--- src/rtl/uart_rx_frame_sequencer_if.sv ---
// Interface between the UART receive path and the frame sequencer.
// master: the side that drives ticks, start detection and configuration.
// slave : the sequencer, which returns frame status and sample strobes.
interface uart_rx_frame_sequencer_if #(
  parameter int MAX_DATA_BITS = 9,
  parameter int IDX_W         = $clog2(MAX_DATA_BITS)
) ();
  logic             frame_clear;
  logic             start_detect;
  logic             bit_tick;
  logic [3:0]       cfg_data_bits;
  logic             cfg_parity_en;
  logic             cfg_stop2;
  logic             frame_active;
  logic [IDX_W-1:0] bit_index;
  logic             data_sample_en;
  logic             parity_sample_en;
  logic             stop_sample_en;
  logic             receive_done;
  logic             frame_abort;

  modport master (
    output frame_clear, start_detect, bit_tick, cfg_data_bits, cfg_parity_en, cfg_stop2,
    input  frame_active, bit_index, data_sample_en, parity_sample_en, stop_sample_en,
           receive_done, frame_abort
  );

  modport slave (
    input  frame_clear, start_detect, bit_tick, cfg_data_bits, cfg_parity_en, cfg_stop2,
    output frame_active, bit_index, data_sample_en, parity_sample_en, stop_sample_en,
           receive_done, frame_abort
  );
endinterface

--- src/rtl/uart_rx_frame_sequencer.sv ---
// UART receive frame sequencer: walks start, data, optional parity and
// one or two stop bits from the mid-bit tick, issuing per-field sample
// strobes and a done pulse. Frame format is latched at frame start.
// Optional macro UART_RX_FRAME_TIMEOUT_EN adds an inactivity timeout that
// aborts a frame after TIMEOUT_CYCLES clocks without a bit_tick.
module uart_rx_frame_sequencer #(
  parameter int MAX_DATA_BITS  = 9,
  parameter int IDX_W          = $clog2(MAX_DATA_BITS),
  parameter int TIMEOUT_CYCLES = 4096
) (
  input  logic                      pclk,
  input  logic                      presetn,
  uart_rx_frame_sequencer_if.slave  bus
);

  typedef enum logic [2:0] {
    S_IDLE, S_START, S_DATA, S_PARITY, S_STOP, S_DONE
  } state_t;

  localparam logic [3:0] MAXB = 4'(MAX_DATA_BITS);

  state_t           r_state;
  logic [IDX_W-1:0] r_bit_index;
  logic [3:0]       r_nbits;
  logic             r_par;
  logic             r_stop2;
  logic             r_stop_cnt;
  logic             r_active;
  logic             r_done;
  logic [3:0]       w_nbits_clamped;
  logic             w_last_data;
  logic             w_timeout;
  logic             w_busy;

  // Clamp the requested data width into the supported range before latching
  always_comb begin
    w_nbits_clamped = bus.cfg_data_bits;
    if (bus.cfg_data_bits < 4'd5)     w_nbits_clamped = 4'd5;
    else if (bus.cfg_data_bits > MAXB) w_nbits_clamped = MAXB;
  end

  assign w_last_data = (r_bit_index == IDX_W'(r_nbits - 4'd1));
  assign w_busy      = (r_state == S_START) || (r_state == S_DATA) ||
                       (r_state == S_PARITY) || (r_state == S_STOP);

`ifdef UART_RX_FRAME_TIMEOUT_EN
  localparam int TO_W = $clog2(TIMEOUT_CYCLES + 1);
  logic [TO_W-1:0] r_to_cnt;
  logic            r_abort;

  // Fires on the edge that would bring the idle-tick count up to TIMEOUT_CYCLES
  assign w_timeout = w_busy && !bus.bit_tick && (r_to_cnt == TO_W'(TIMEOUT_CYCLES - 1));

  // Inactivity counter: cleared by any tick and outside an active frame
  always_ff @(posedge pclk or negedge presetn) begin
    if (!presetn)                                      r_to_cnt <= '0;
    else if (bus.frame_clear || !w_busy || bus.bit_tick || w_timeout) r_to_cnt <= '0;
    else                                               r_to_cnt <= r_to_cnt + 1'b1;
  end

  // Registered one-cycle abort pulse
  always_ff @(posedge pclk or negedge presetn) begin
    if (!presetn) r_abort <= 1'b0;
    else          r_abort <= w_timeout && !bus.frame_clear;
  end

  assign bus.frame_abort = r_abort;
`else
  assign w_timeout       = 1'b0;
  assign bus.frame_abort = 1'b0;
`endif

  // Frame sequencing FSM with registered status outputs
  always_ff @(posedge pclk or negedge presetn) begin
    if (!presetn) begin
      r_state     <= S_IDLE;
      r_bit_index <= '0;
      r_nbits     <= 4'd8;
      r_par       <= 1'b0;
      r_stop2     <= 1'b0;
      r_stop_cnt  <= 1'b0;
      r_active    <= 1'b0;
      r_done      <= 1'b0;
    end else begin
      r_done <= 1'b0;
      if (bus.frame_clear) begin
        r_state  <= S_IDLE;
        r_active <= 1'b0;
      end else if (w_timeout) begin
        r_state  <= S_IDLE;
        r_active <= 1'b0;
      end else begin
        case (r_state)
          S_IDLE: if (bus.start_detect) begin
            r_state  <= S_START;
            r_nbits  <= w_nbits_clamped;
            r_par    <= bus.cfg_parity_en;
            r_stop2  <= bus.cfg_stop2;
            r_active <= 1'b1;
          end
          S_START: if (bus.bit_tick) begin
            r_state     <= S_DATA;
            r_bit_index <= '0;
          end
          S_DATA: if (bus.bit_tick) begin
            if (w_last_data) begin
              r_state    <= r_par ? S_PARITY : S_STOP;
              r_stop_cnt <= 1'b0;
            end else begin
              r_bit_index <= r_bit_index + 1'b1;
            end
          end
          S_PARITY: if (bus.bit_tick) begin
            r_state    <= S_STOP;
            r_stop_cnt <= 1'b0;
          end
          S_STOP: if (bus.bit_tick) begin
            if (!r_stop2 || r_stop_cnt) begin
              r_state  <= S_DONE;
              r_done   <= 1'b1;
              r_active <= 1'b0;
            end else begin
              r_stop_cnt <= 1'b1;
            end
          end
          S_DONE:  r_state <= S_IDLE;
          default: r_state <= S_IDLE;
        endcase
      end
    end
  end

  // Strobes follow the tick in the same cycle so the datapath samples mid-bit
  assign bus.data_sample_en   = bus.bit_tick && (r_state == S_DATA);
  assign bus.parity_sample_en = bus.bit_tick && (r_state == S_PARITY);
  assign bus.stop_sample_en   = bus.bit_tick && (r_state == S_STOP);
  assign bus.frame_active     = r_active;
  assign bus.bit_index        = r_bit_index;
  assign bus.receive_done     = r_done;

endmodule

--- src/flat_wrapper.sv ---
// flat-port wrapper written by rule: the top's interface ports become plain ports
module uart_rx_frame_sequencer_flat 
#(
  parameter int MAX_DATA_BITS  = 9,
  parameter int IDX_W          = $clog2(MAX_DATA_BITS),
  parameter int TIMEOUT_CYCLES = 4096
)
  (pclk, presetn, bus_frame_clear, bus_start_detect, bus_bit_tick, bus_cfg_data_bits, bus_cfg_parity_en, bus_cfg_stop2, bus_frame_active, bus_bit_index, bus_data_sample_en, bus_parity_sample_en, bus_stop_sample_en, bus_receive_done, bus_frame_abort);
  uart_rx_frame_sequencer_if #(.MAX_DATA_BITS(MAX_DATA_BITS), .IDX_W(IDX_W)) bus_i ();
  input  logic pclk;
  input  logic presetn;
  input wire logic [$bits(bus_i.frame_clear)-1:0] bus_frame_clear;
  input wire logic [$bits(bus_i.start_detect)-1:0] bus_start_detect;
  input wire logic [$bits(bus_i.bit_tick)-1:0] bus_bit_tick;
  input wire logic [$bits(bus_i.cfg_data_bits)-1:0] bus_cfg_data_bits;
  input wire logic [$bits(bus_i.cfg_parity_en)-1:0] bus_cfg_parity_en;
  input wire logic [$bits(bus_i.cfg_stop2)-1:0] bus_cfg_stop2;
  output wire logic [$bits(bus_i.frame_active)-1:0] bus_frame_active;
  output wire logic [$bits(bus_i.bit_index)-1:0] bus_bit_index;
  output wire logic [$bits(bus_i.data_sample_en)-1:0] bus_data_sample_en;
  output wire logic [$bits(bus_i.parity_sample_en)-1:0] bus_parity_sample_en;
  output wire logic [$bits(bus_i.stop_sample_en)-1:0] bus_stop_sample_en;
  output wire logic [$bits(bus_i.receive_done)-1:0] bus_receive_done;
  output wire logic [$bits(bus_i.frame_abort)-1:0] bus_frame_abort;
  assign bus_i.frame_clear = bus_frame_clear;
  assign bus_i.start_detect = bus_start_detect;
  assign bus_i.bit_tick = bus_bit_tick;
  assign bus_i.cfg_data_bits = bus_cfg_data_bits;
  assign bus_i.cfg_parity_en = bus_cfg_parity_en;
  assign bus_i.cfg_stop2 = bus_cfg_stop2;
  assign bus_frame_active = bus_i.frame_active;
  assign bus_bit_index = bus_i.bit_index;
  assign bus_data_sample_en = bus_i.data_sample_en;
  assign bus_parity_sample_en = bus_i.parity_sample_en;
  assign bus_stop_sample_en = bus_i.stop_sample_en;
  assign bus_receive_done = bus_i.receive_done;
  assign bus_frame_abort = bus_i.frame_abort;
  uart_rx_frame_sequencer #(.MAX_DATA_BITS(MAX_DATA_BITS), .IDX_W(IDX_W), .TIMEOUT_CYCLES(TIMEOUT_CYCLES)) u_core (.pclk(pclk), .presetn(presetn), .bus(bus_i));
endmodule
--- config.mk ---
export PLATFORM = sky130hd
export DESIGN_NAME = uart_rx_frame_sequencer_flat
export DESIGN_NICKNAME = d
export VERILOG_FILES = /design/src/rtl/uart_rx_frame_sequencer_if.sv /design/src/rtl/uart_rx_frame_sequencer.sv /design/src/flat_wrapper.sv
export SDC_FILE = /design/constraint.sdc
export NUM_CORES = 1
export LEC_CHECK = 0
export ABC_AREA = 1
export CORE_MARGIN = 2
export CORE_UTILIZATION = 30
export CTS_BUF_LIST = sky130_fd_sc_hd__clkbuf_8
export DETAILED_ROUTE_END_ITERATION = 16
export MAX_ROUTING_LAYER = met4
export PLACE_DENSITY = 0.56
export RECOVER_POWER = 100
export SYNTH_ARGS = -nofsm -noshare
export SYNTH_HDL_FRONTEND = slang
export SYNTH_SLANG_ARGS = --single-unit
--- constraint.sdc ---
create_clock -name pclk -period 4.6 [get_ports pclk]
set_input_delay 1.15 -clock pclk [delete_from_list [all_inputs] [get_ports pclk]]
set_output_delay 1.15 -clock pclk [all_outputs]
set_load 0.005 [all_outputs]
==> metrics.txt, run 1 <==
outcome completed; dpl cell area approximately 0.0014 mm2; die area between 0.004 and 0.005 mm2; max-slew violations 0; CTS tree done; crit share post-route 0.820; dpl hpwl between 1500 and 2000 um; clock latency on the worst-skew pair ~0.25 ns; worst-path fanout max 4; vias per inst 4.55; Final setup viols 0; FF-to-FF setup slack roughly 2.5 ns; Clock Sinks 16; fmax approximately 270 MHz; first-pass GRT wire length roughly 4200 um; vias just over 1000; gr ovfl total 0; Syn Inst Count 158; Root Driver clkbuf_8; initial antenna violation count 0; die width 65.4 um; Hold Slack 0.482 ns; post-synth cell types 29; area delta synth->final 22.1%; Seq/Total Area, Yosys 0.355; nets@finish roughly 190; final instance area roughly 0.0014 mm2; clock buffer depth 2; Max-Cap Viols 0; H-tree Lvls 1; FF+latch count, synth 16; top cells by area, synth dfrtp_1 (33%), nand2_1 (16%), nor2_1 (6.0%); hold path depth 2; HP Class reg -> reg; DRT Wirelength about 2400 um; pwr dens between 500 and 600 mW/mm2; Reg2Reg Launch Point u_core.r_state[0]; Final WS setup 0.828 ns; worst slew pin tran 0.878 ns; average routed wire per standard cell ~11 um; starting density of the core 0.312; DP Cell Count roughly 220; input/output buffers 19; synth warn 0; Mapped Area 0.00113 mm2; Setup Crit Path Kind in -> out; total track usage 0.132; share of cells above drive strength 1 0.140; Die Span Y roughly 65 um; largest net degree at the start of global routing 17; Hold Path End u_core.bus.frame_active; fillcell total 400; CTS resizes 0; worst reg2reg endpoint u_core.r_nbits[2]; final hold vios 0; kind of end point of the critical path primary output; Crit path arrival time between 2 and 3 ns; worst rel slew slack 0.410; Req. time, crit path roughly 3.5 ns; I/O Pins 21; worst hold path startpoint u_core.bus.frame_active; share of the synthesized area in the top cell type 0.331; Final Skew a little over 0.0008 ns; Final Wtd Congestion roughly 0.87; DR pass1 iterations 4; syn avg cell area ~7 um2; setup_tns 0 ns; vias in the first global route 1013; DRC Markers 0; Core Region around 0.0036 mm2; RSZ-0062 raised after global routing no; Post-DRT Antenna Nets 0; CTS buffer count 3; Yosys top cell by area dfrtp_1; cts hold-fix bufs 0; post-CTS setup buffers 0; antenna diode count 0; fin crit period approximately 3.8 ns; DP Worst Slack ~0.93 ns; critical path startpoint category input port; R2R cell count 6; Peak VDD IR slightly above 0.0002 V; DRT iter0 DRCs 28; Mapped Nets between 150 and 200; clk slew on worst S/H paths about 0.07 ns; Static Leakage between 0.0007 and 0.0008 uW; non-filler cells, final between 200 and 250; row cnt 22
[metal layers]
metal	global-route usage	wire length [um]	vias up	part of all wire
met3	0.0154	59	2	0.024
met4	0.0677	27	0	0.011
met1	0.155	1160	471	0.48
li1	-	-	544	-
met2	0.224	1170	16	0.48
met5	-	0	-	0
[final cells by class]
| type | count | area [um2] | area share |
|---|---|---|---|
| multi-input combinational | 120 | 601 | 0.434 |
| sequential | 16 | 402 | 0.290 |
| timing repair buffer | 19 | 190 | 0.138 |
| inverter | 20 | 75.1 | 0.0543 |
| tap | 48 | 60.1 | 0.0434 |
| clock buffer | 4 | 55.1 | 0.0398 |
[cells in the final DEF, fill, tap and decap left out, types with 3 or more instances in the layout]
cell | Yosys | layout
nand2_4 | 3 | 3
inv_1 | 12 | 12
nand2_2 | 3 | 3
clkdlybuf4s50_1 | 0 | 8
dlygate4sd3_1 | 0 | 11
o21ai_0 | 2 | 5
inv_2 | 8 | 7
nor2_1 | 18 | 18
dfrtp_1 | 15 | 15
nand3_1 | 11 | 12
nor3_1 | 1 | 3
clkbuf_8 | 0 | 4
a21oi_1 | 5 | 6
nand2_1 | 49 | 49
nand4_1 | 4 | 4
[Yosys cell counts]
master,number
conb_1,1
a21oi_1,5
nor3_1,1
nor2_2,2
o21ai_1,4
o21bai_1,2
o21ai_0,2
o21ai_2,1
dfstp_2,1
nor3_4,1
nor2_4,2
inv_1,12
inv_2,8
nor3_2,2
nand3_1,11
buf_6,1
buf_4,1
nor3b_1,1
nand2_1,49
a21oi_4,1
nand2_4,3
nor2_1,18
ha_1,2
nand3_2,3
xor2_1,1
nand2_2,3
nor4_1,1
dfrtp_1,15
nand4_1,4
[report_power, final]
group          internal (uW)  total, uW  leakage [uW]  switching, uW
logic                    141        372      0.000464            231
clock network           75.9        125     0.0000288           49.2
registers                193        245      0.000209           52.2
total                    409        742      0.000701            332
[state kept, by name (all words and copies together) (netlist names)]
register and count:
u_core.r_par 1, u_core.r_state 3, u_core.r_nbits 4, u_core.bus.receive_done 1
u_core.r_stop2 1, u_core.bus.frame_active 1, u_core.r_stop_cnt 1, u_core.bus.bit_index 4
[critical path: stages]
cell,delay (ns)
dlygate4sd3_1,0.58
inv_1,0.10
nor4_1,0.18
dlygate4sd3_1,0.61
[per-stage QoR]
| stage | total power (uW) | utilization |
|---|---|---|
| after floorplan | 546 | - |
| after global placement | 637 | 0.375 |
| after detailed placement | 650 | 0.375 |
| after CTS | 780 | 0.390 |
| after global routing | 819 | 0.381 |
| final | 742 | 0.381 |
[kinds of logic after synthesis]
family / Yosys count / synth area share
buffers and inverters: 22 / 0.0829
adder cells (fa/ha/maj): 2 / 0.0221
flip-flops: 16 / 0.355
AO/OA/AOI/OAI: 15 / 0.0840
XOR/XNOR: 1 / 0.00774
AND/OR/NAND/NOR: 101 / 0.445
other: 1 / 0.00331
[how the worst max path moves through the flow]
stage	startpoint	to	slack (ns)	cells after the start
floorplan	bus_bit_tick	bus_parity_sample_en	2.01	2
global placement	bus_bit_tick	bus_parity_sample_en	0.96	4
detailed placement	bus_bit_tick	bus_parity_sample_en	0.93	4
CTS	bus_bit_tick	bus_parity_sample_en	0.90	4
global route	bus_bit_tick	bus_parity_sample_en	0.74	4
finish	bus_bit_tick	bus_parity_sample_en	0.83	4
No activity file was read; power rests on OpenSTA's default activity.
==> run 2: changes to the inputs <==
- clock period: 4.6 -> 3.7 ns (I/O delays scaled with it)
==> metrics.txt, run 2 (same netlist as run 1, synthesis figures left out) <==
worst slew pin tran 0.919 ns (+0.0410 ns); Hold Slack 0.472 ns (-0.0102 ns); Max-Cap Viols 0 (unchanged); outcome completed; vias in the first global route 1025 (+1.2%); CTS resizes 0 (unchanged); dpl hpwl 1990 um (+4.1%); Peak VDD IR 0.000198 V (-2.0%); met3 GRT Util 0.0223 (+0.00685); nets@finish 193 (unchanged); initial antenna violation count 0 (unchanged); average routed wire per standard cell 11.1 um (+4.1%); gr ovfl total 0 (unchanged); row cnt 22 (unchanged); non-filler cells, final 227 (unchanged); worst-path fanout max 4 (unchanged); clock buffer depth 2 (unchanged); DRC Markers 0 (unchanged); fin crit period between 3 and 4 ns; DRT iter0 DRCs 20 (-29%); total track usage 0.138 (+0.00570); cts hold-fix bufs 0 (unchanged); DR pass1 iterations 4 (unchanged); Root Driver clkbuf_8; Tot Pwr 917 uW (+24%); Post-DRT Antenna Nets 0 (unchanged); critical path startpoint category input port; setup_tns 0 ns (unchanged); met2 Track Usage GR 0.233 (+0.00893); DP Cell Count 223 (unchanged); largest net degree at the start of global routing 17 (unchanged); clk slew on worst S/H paths 0.07 ns (about the same); Crit path arrival time 2.41 ns (-0.21 ns); FF-to-FF setup slack 1.55 ns (-0.94 ns); CTS buffer count 3 (unchanged); grt met1 use 0.158 (+0.00344); clock latency on the worst-skew pair 0.25 ns (about the same); post-CTS setup buffers 0 (unchanged); Setup Crit Path Kind in -> out; starting density of the core 0.312 (unchanged); final hold vios 0 (unchanged); Static Leakage 0.000699 uW (-0.30%); DRT Wirelength 2520 um (+4.1%); HP Class reg -> reg; Final setup viols 0 (unchanged); Req. time, crit path 2.77 ns (-0.68 ns); Clock Sinks 16 (unchanged); input/output buffers 19 (unchanged); area delta synth->final 21.2%; Core Region 0.00363 mm2 (unchanged); I/O Pins 21 (unchanged); Final Wtd Congestion 0.865 (-0.24%); worst rel slew slack 0.383 (-0.0276); first-pass GRT wire length 4400 um (+3.9%); share of cells above drive strength 1 0.128 (-0.0112); commonest non-fill, non-tap cell in the layout nand2_1; RSZ-0062 raised after global routing no; kind of end point of the critical path primary output; vias per inst 4.63 (+1.6%); H-tree Lvls 1 (unchanged); pwr dens 668 mW/mm2 (+25%); max-slew violations 0 (unchanged); die area 0.00428 mm2 (unchanged); gr busiest metal met2; fmax between 200 and 300 MHz; die width 65.4 um (unchanged); vias 1050 (+1.6%); CTS tree done; commonest cells after routing, fill and taps aside nand2_1 (49), nor2_1 (20), dfrtp_1 (15); Die Span Y 65.4 um (unchanged); Final Skew 0.00184 ns (+0.00104 ns); crit share post-route 0.901; antenna diode count 0 (unchanged)
[run 2: layer usage]
layer  vias to the layer above  part of all wire
met3                         4             0.035
met1                       476              0.46
met2                        25              0.48
met5                         -                 0
met4                         0             0.020
li1                        545                 -
[run 2: worst paths after layout]
| path | start | to | cells after the start |
|---|---|---|---|
| setup / recovery | bus_bit_tick | bus_parity_sample_en | 4 |
| hold / removal | u_core.r_stop_cnt | u_core.r_stop_cnt | 2 |
| setup reg to reg | u_core.r_state[0] | u_core.r_nbits[2] | 6 |
| hold reg to reg | u_core.r_stop_cnt | u_core.r_stop_cnt | 2 |
| max in group asynchronous | presetn | u_core.r_state[2] | 1 |
| min in group asynchronous | presetn | u_core.r_nbits[1] | 1 |
[run 2: report_power, final]
| group | switching [uW] | internal [uW] |
|---|---|---|
| clock | 64.5 | 94.5 |
| combinational | 284 | 171 |
| sequential | 63.2 | 239 |
[run 2: stage by stage]
stage	cell area (um2)	setup slack [ns]	utilization
detailed placement	1360	0.461	0.375
global placement	1360	0.516	0.375
floorplan	1130	1.56	-
finish	1370	0.366	0.378
global route	1370	0.256	0.378
CTS	1420	0.437	0.390
[run 2: critical path, cell delays in order]
cell and delay [ns]:
dlygate4sd3_1 0.58, inv_1 0.10, nor4_1 0.19, dlygate4sd3_1 0.61
[run 2: layout make-up]
class,instances,area [um2]
Inverter,20,75.1
Clock buffer,4,55.1
Sequential cell,16,402
Fill cell,405,2260
Tap cell,48,60.1
Multi-Input combinational cell,120,591
Timing Repair Buffer,19,190
